$ cat src/rtl/beat_packer_if.sv
// Handshake bundle for beat_packer: narrow beat stream in, packed word stream out.
interface beat_packer_if #(
  parameter int DW    = 8,
  parameter int RATIO = 4
);
  logic [DW-1:0]       DataIn;
  logic                DataInVld;
  logic                DataInLast;
  logic                DataInRdy;
  logic [DW*RATIO-1:0] DataOut;
  logic [RATIO-1:0]    DataOutKeep;
  logic                DataOutLast;
  logic                DataOutVld;
  logic                DataOutRdy;

  modport master (
    output DataIn, DataInVld, DataInLast, DataOutRdy,
    input  DataInRdy, DataOut, DataOutKeep, DataOutLast, DataOutVld
  );

  modport slave (
    input  DataIn, DataInVld, DataInLast, DataOutRdy,
    output DataInRdy, DataOut, DataOutKeep, DataOutLast, DataOutVld
  );
endinterface

$ cat src/rtl/beat_packer.sv
// Packs RATIO narrow beats (lane 0 first) into one wide word with per-lane keep;
// a Last beat closes the word early. One-deep output register, full throughput.
module beat_packer #(
  parameter int DW    = 8,
  parameter int RATIO = 4
) (
  input  logic         Clk,
  input  logic         Rstn,
  input  logic         Clear,
  beat_packer_if.slave bus
);
  localparam int             CW        = $clog2(RATIO);
  localparam logic [CW-1:0]  LAST_LANE = CW'(RATIO - 1);

  logic [DW*RATIO-1:0] acc_data, merged_data, out_data;
  logic [RATIO-1:0]    acc_keep, merged_keep, out_keep;
  logic [CW-1:0]       lane_cnt;
  logic                out_last, out_vld;
  logic                in_rdy, accept, closing, transmit;

  // Ready looks straight through to DataOutRdy so a draining word never costs a bubble.
  assign in_rdy   = (!out_vld || bus.DataOutRdy) && !Clear;
  assign accept   = bus.DataInVld && in_rdy;
  assign transmit = out_vld && bus.DataOutRdy;
  assign closing  = (lane_cnt == LAST_LANE) || bus.DataInLast;

  always_comb begin
    merged_data                      = acc_data;
    merged_data[lane_cnt*DW +: DW]   = bus.DataIn;
    merged_keep                      = acc_keep;
    merged_keep[lane_cnt]            = 1'b1;
  end

  always_ff @(posedge Clk or negedge Rstn) begin
    if (!Rstn) begin
      acc_data <= '0;
      acc_keep <= '0;
      lane_cnt <= '0;
      out_data <= '0;
      out_keep <= '0;
      out_last <= 1'b0;
      out_vld  <= 1'b0;
    end else if (Clear) begin
      acc_data <= '0;
      acc_keep <= '0;
      lane_cnt <= '0;
      out_data <= '0;
      out_keep <= '0;
      out_last <= 1'b0;
      out_vld  <= 1'b0;
    end else begin
      if (accept) begin
        if (closing) begin
          out_data <= merged_data;
          out_keep <= merged_keep;
          out_last <= bus.DataInLast;
          acc_data <= '0;
          acc_keep <= '0;
          lane_cnt <= '0;
        end else begin
          acc_data <= merged_data;
          acc_keep <= merged_keep;
          lane_cnt <= lane_cnt + CW'(1);
        end
      end
      // A closing accept wins over a transmit so back-to-back words keep Vld high.
      if (accept && closing) begin
        out_vld <= 1'b1;
      end else if (transmit) begin
        out_vld <= 1'b0;
      end
    end
  end

  assign bus.DataInRdy   = in_rdy;
  assign bus.DataOut     = out_data;
  assign bus.DataOutKeep = out_keep;
  assign bus.DataOutLast = out_last;
  assign bus.DataOutVld  = out_vld;
endmodule

$ cat src/flat_wrapper.sv
// flat-port wrapper written by rule: the top's interface ports become plain ports
module beat_packer_flat 
#(
  parameter int DW    = 8,
  parameter int RATIO = 4
)
  (Clk, Rstn, Clear, bus_DataIn, bus_DataInVld, bus_DataInLast, bus_DataOutRdy, bus_DataInRdy, bus_DataOut, bus_DataOutKeep, bus_DataOutLast, bus_DataOutVld);
  beat_packer_if #(.DW(DW), .RATIO(RATIO)) bus_i ();
  input  logic Clk;
  input  logic Rstn;
  input  logic Clear;
  input wire logic [$bits(bus_i.DataIn)-1:0] bus_DataIn;
  input wire logic [$bits(bus_i.DataInVld)-1:0] bus_DataInVld;
  input wire logic [$bits(bus_i.DataInLast)-1:0] bus_DataInLast;
  input wire logic [$bits(bus_i.DataOutRdy)-1:0] bus_DataOutRdy;
  output wire logic [$bits(bus_i.DataInRdy)-1:0] bus_DataInRdy;
  output wire logic [$bits(bus_i.DataOut)-1:0] bus_DataOut;
  output wire logic [$bits(bus_i.DataOutKeep)-1:0] bus_DataOutKeep;
  output wire logic [$bits(bus_i.DataOutLast)-1:0] bus_DataOutLast;
  output wire logic [$bits(bus_i.DataOutVld)-1:0] bus_DataOutVld;
  assign bus_i.DataIn = bus_DataIn;
  assign bus_i.DataInVld = bus_DataInVld;
  assign bus_i.DataInLast = bus_DataInLast;
  assign bus_i.DataOutRdy = bus_DataOutRdy;
  assign bus_DataInRdy = bus_i.DataInRdy;
  assign bus_DataOut = bus_i.DataOut;
  assign bus_DataOutKeep = bus_i.DataOutKeep;
  assign bus_DataOutLast = bus_i.DataOutLast;
  assign bus_DataOutVld = bus_i.DataOutVld;
  beat_packer #(.DW(DW), .RATIO(RATIO)) u_core (.Clk(Clk), .Rstn(Rstn), .Clear(Clear), .bus(bus_i));
endmodule
$ cat config.mk
export PLATFORM = sky130hd
export DESIGN_NAME = beat_packer_flat
export DESIGN_NICKNAME = d
export VERILOG_FILES = /design/src/rtl/beat_packer_if.sv /design/src/rtl/beat_packer.sv /design/src/flat_wrapper.sv
export SDC_FILE = /design/constraint.sdc
export NUM_CORES = 1
export LEC_CHECK = 0
export CORE_AREA = 2 2 72 108
export CTS_CLUSTER_DIAMETER = 100
export CTS_CLUSTER_SIZE = 25
export DETAILED_ROUTE_END_ITERATION = 10
export DIE_AREA = 0 0 74 110
export PLACE_DENSITY = 0.77
export SLEW_MARGIN = 20
export SYNTH_ARGS = -nofsm -noshare
export SYNTH_HDL_FRONTEND = slang
export SYNTH_SLANG_ARGS = --single-unit
$ cat constraint.sdc
create_clock -name Clk -period 2.69 [get_ports Clk]
set_clock_uncertainty 0.15 [all_clocks]
set_input_delay 0.4035 -clock Clk [delete_from_list [all_inputs] [get_ports Clk]]
set_output_delay 0.4035 -clock Clk [all_outputs]
set_load 0.005 [all_outputs]
Word level (Yosys, flattened, before mapping):

Cells that the tools add are included.

* add/subtract/negate cells: 2
* magnitude comparators: 2
* equality and inequality tests: 1
* shifts and indexed selects: 2
* mux-type cells: 24
* bitwise logic cells: 1
* reduce and logical (&&, ||, !) cells: 13

Operator list (count)
* 2-to-1 mux 32 bit: 6
* negator 5 -> 34 bit: 1
* variable shift 8 x 34 -> 32 bit, first input constant: 1
* variable part select 8 x 34 -> 32 bit: 1
* bitwise mux 32 bit: 1
* 2-to-1 mux 4 bit: 6
* 2-to-1 mux 1 bit: 7
* 2-to-1 mux 2 bit: 3
* logical AND 1 bit: 5
* bitwise OR 4 bit: 1
* nonzero test 2 bit: 2
* less-than comparator 2 x 3 -> 1 bit, second input constant: 1
* nonzero test 3 bit: 1
* adder 2 x 1 -> 2 bit, second input constant: 1
* demux 1 bit (select 2 bit): 1
* == test 2 bit, second input constant: 1
* greater-or-equal comparator 2 x 1 -> 1 bit, second input constant: 1
* logical NOT 1 bit: 2
* logical OR 1 bit: 2
* AND reduction 2 bit: 1

* bits in registers: 76
* input port bits: 14
* output and inout bits: 39
* logic and storage cells: 52

Longest topological paths before layout:

* word-level depth: 8
* gate-level depth with buffers: 7
* mapped depth without buffers: 5

Worst setup path before layout:

Ideal clock, no wire load.

* path kind: register to register
* from: register u_core.lane_cnt[0]
* to: register u_core.acc_data[24]
* setup time: 0.121 ns
* data arrival time: 1.821 ns
* required time: 2.419 ns
* path slack: 0.598 ns
* cell stages (with the launch flop): 8
* path buffers: 2
* clock period less this slack: 2.092 ns
* path through: dfrtp_1 -> inv_1 -> ha_1 -> and4bb_2 -> buf_4 -> and4_1 -> buf_2 -> a22o_1

* word-level cells in the longest chain between the ends: 6
* elaborated cells between the ends (all ways): 9
* those cells by class: add/sub: 1; eq/ne: 1; shift: 2; mux: 4; reduce/logical: 1

Ends and longest elaborated chain
* start: declaration: line beat_packer.sv:17 `logic [CW-1:0] lane_cnt;`
* start signal: assignment: line beat_packer.sv:63 `lane_cnt <= lane_cnt + CW'(1);`
* negator 5 -> 34 bit: line beat_packer.sv:29 `merged_data[lane_cnt*DW +: DW] = bus.DataIn;`
* variable part select 8 x 34 -> 32 bit / variable shift 8 x 34 -> 32 bit (equally long branches): line beat_packer.sv:29
* bitwise mux 32 bit: line beat_packer.sv:29
* 2-to-1 mux 32 bit (*): line beat_packer.sv:53 `if (closing) begin`
* 2-to-1 mux 32 bit (*): line beat_packer.sv:52 `if (accept) begin`
* 2-to-1 mux 32 bit (*): line beat_packer.sv:43 `end else if (Clear) begin`
* end signal: assignment: line beat_packer.sv:61 `acc_data <= merged_data;`
* end: declaration: line beat_packer.sv:15 `logic [DW*RATIO-1:0] acc_data, merged_data, out_data;`

Every way passes the cells marked *; elsewhere a longest branch is shown, timed or not. The select of a mux whose other input is x is not followed.
A chain may end at the register's enable or synchronous reset.

Worst setup path after layout:

* from: register u_core.lane_cnt[0]
* to: register u_core.acc_data[3]

Same word-level chain as after synthesis.

==> results.toml <==
[power]
power_density_mw_per_mm2 = 502.3
ir_drop_mv = 0.3087
finalPower_mw = 2.271
p_leak_nw = 1.943

[cts]
htreeDepth = 3
cts.path.max_buffers = 2
cts_buffers = 9
clkTransAtPathRegs_ns = 0.08
cts_resized = 0
cts_hold_buf = 1
clockRootBuffer = "clkbuf_8"
cts_tree = "yes"
clkSinkCount = 76
clkLatencyLatePin_ns = 0.35
postCtsSetupBuffers = 0

[floorplan]
die_area_mm2 = 0.008140
core_mm2 = 0.007179
start_util_pct = 52.54
ios = 53
rows = 38
die_w_um = 74
die_h_um = 110

[outcome]
outcome = "finished, final reports clean"

[logic_synthesis]
synth_top_area_share_pct = 50.41
yosysWarnings = 0
ys_seq_area_share_pct = 50.41
synth_area_mm2 = 0.003772
synth_seq_cells = 76
synth.area.top_cells = "dfrtp_1, mux2i_1, a22o_1, nand2b_1, nor2b_1"
async_reset_ff_share_pct = 100.0
synth_edf_count = 0
netlist_instances = 334
syn_area_per_cell_um2 = 11.29
syn-num-nets = 356
synth_flop_cell = "dfrtp_1"
synth.distinct_cells = 38
synth_top_area_cell = "dfrtp_1"

[detailed_routing]
drc = 0
firstDrtPassIters = 4
drt-total-wl_um = 8403
wire_per_inst_um = 17.33
drt_iter0_drc = 212
viasPerCell = 5.565
ant_nets = 0
vias = 2699

[global_routing]
grt_pass1_vias = 2703
grt_start_max_net_pins = 77
track_usage_pct = 22.48
antenna_found_initial = 0
grt.overflow.total = 0
grt_first_pass_wirelength_um = 13590

[timing]
max_slew_margin_pct = 60.50
fin_crit_sh_pct = 89.43
setup_tns_ns = 0
rsz0062_at_grt = "no"
worst_pin_slew_ns = 0.5904
final-hold-violation-count = 0
slew_violations = 0
max_freq_mhz = 415.7
min_period_ns = 2.406
setup_viol = 0

[setup_path]
startpoint_type = "flip-flop"
arrival_ns = 2.55
worst_setup_path_end_kind = "flip-flop"
crit_type = "flip-flop to flip-flop"
worstPathRequired_ns = 2.83
crit_path_max_fanout = 12

[placed_design]
io_buffers = 52
place_hpwl_um = 5670
gp_congestion = 0.8125

[hold_path]
min_path_type = "flip-flop to flip-flop"

[run]
cap_violations = 0

[finish]
drive_above_1_share_pct = 9.870
fillCellCount = 593
final_cell_mix = "dfrtp_1, clkdlybuf4s50_1, a21oi_1"
area_growth_syn_to_layout_pct = 19.83
n_antenna_cell = 0
nets = 402
final_common_cell = "dfrtp_1"
[report_power, final]
group | switching (mW) | internal (mW)
sequential | 0.0142 | 1.16
clock | 0.424 | 0.423
combinational | 0.144 | 0.106
[cell type report]
type	count	area, um2	area share (%)
Clock inverter	7	67.56	1.495
Timing Repair Buffer	64	620.6	13.73
Tap cell	100	125.1	2.768
Sequential cell	76	1902	42.07
Inverter	5	18.77	0.4152
Clock buffer	9	123.9	2.740
Multi-Input combinational cell	224	1663	36.78
[metrics by stage]
stage	worst slack (ns)	hold WS (ns)	std cells	area [um2]	utilization [%]
after global routing	0.1339	0.3681	485	4521	62.97
after floorplan	0.5981	-0.04209	334	3772	-
final	0.2844	0.3468	485	4521	62.97
after CTS	0.3237	0.3471	485	4521	62.97
after global placement	0.2843	0.3124	468	4319	60.16
after detailed placement	0.1923	0.3171	468	4319	60.16
[registers in the layout, indices dropped and copies added (netlist names)]
| register | count |
|---|---|
| u_core.bus.DataOutVld | 1 |
| u_core.acc_keep | 4 |
| u_core.acc_data | 32 |
| u_core.bus.DataOut | 32 |
| u_core.lane_cnt | 2 |
| u_core.bus.DataOutKeep | 4 |
| u_core.bus.DataOutLast | 1 |
[synthesized netlist by cell type, types with 2 or more instances]
| cell type | instances |
|---|---|
| a211oi_1 | 4 |
| a21oi_1 | 36 |
| a22o_1 | 32 |
| a31oi_1 | 3 |
| a31oi_2 | 4 |
| a41oi_1 | 3 |
| and2b_1 | 2 |
| and4_1 | 4 |
| and4bb_2 | 2 |
| buf_1 | 7 |
| buf_12 | 2 |
| buf_2 | 7 |
| buf_4 | 5 |
| clkbuf_1 | 5 |
| dfrtp_1 | 76 |
| ha_1 | 8 |
| inv_1 | 5 |
| mux2i_1 | 32 |
| nand2b_1 | 33 |
| nand3_1 | 2 |
| nor2_1 | 10 |
| nor2b_1 | 31 |
| o21ai_0 | 2 |
| o21bai_1 | 2 |
| or3_1 | 4 |
[logic make-up (layout without fill, tap and decap cells)]
family	count (synthesis)	after routing	share of synthesized area [%]
simple gates	96	96	16.32
buf+inv	34	85	5.506
flops	76	76	50.41
mux	32	32	8.491
fa+ha+maj	8	8	2.654
compound gates	88	88	16.62
[metal layers]
metal  track usage [%]  up-vias  part of all wire [%]
met3             5.636       20                   4.2
met5                 0        -                     0
met1             28.85     1331                    44
li1                  -     1276                     -
met4             11.82        0                   3.3
met2             34.82       72                    48
[path summary, 6_finish.rpt]
path / from / end / slack [ns] / cells past startpoint
setup / recovery: u_core.lane_cnt[0] / u_core.acc_data[3] / 0.28 / 5
hold / removal: u_core.acc_keep[3] / u_core.acc_keep[3] / 0.35 / 2
setup reg to reg: u_core.lane_cnt[0] / u_core.acc_data[3] / 0.28 / 5
max in group asynchronous: Rstn / u_core.acc_keep[3] / 1.62 / 3
hold reg to reg: u_core.acc_keep[3] / u_core.acc_keep[3] / 0.35 / 2
min in group asynchronous: Rstn / u_core.bus.DataOut[30] / 0.46 / 3
[worst max-delay path, cell delays in order (launching register included)]
cell	delay, ns
dfrtp_1	0.55
inv_1	0.18
ha_1	0.39
or3_1	0.44
a31oi_2	0.41
a22o_1	0.22
Power figures use the tool's default switching activity.
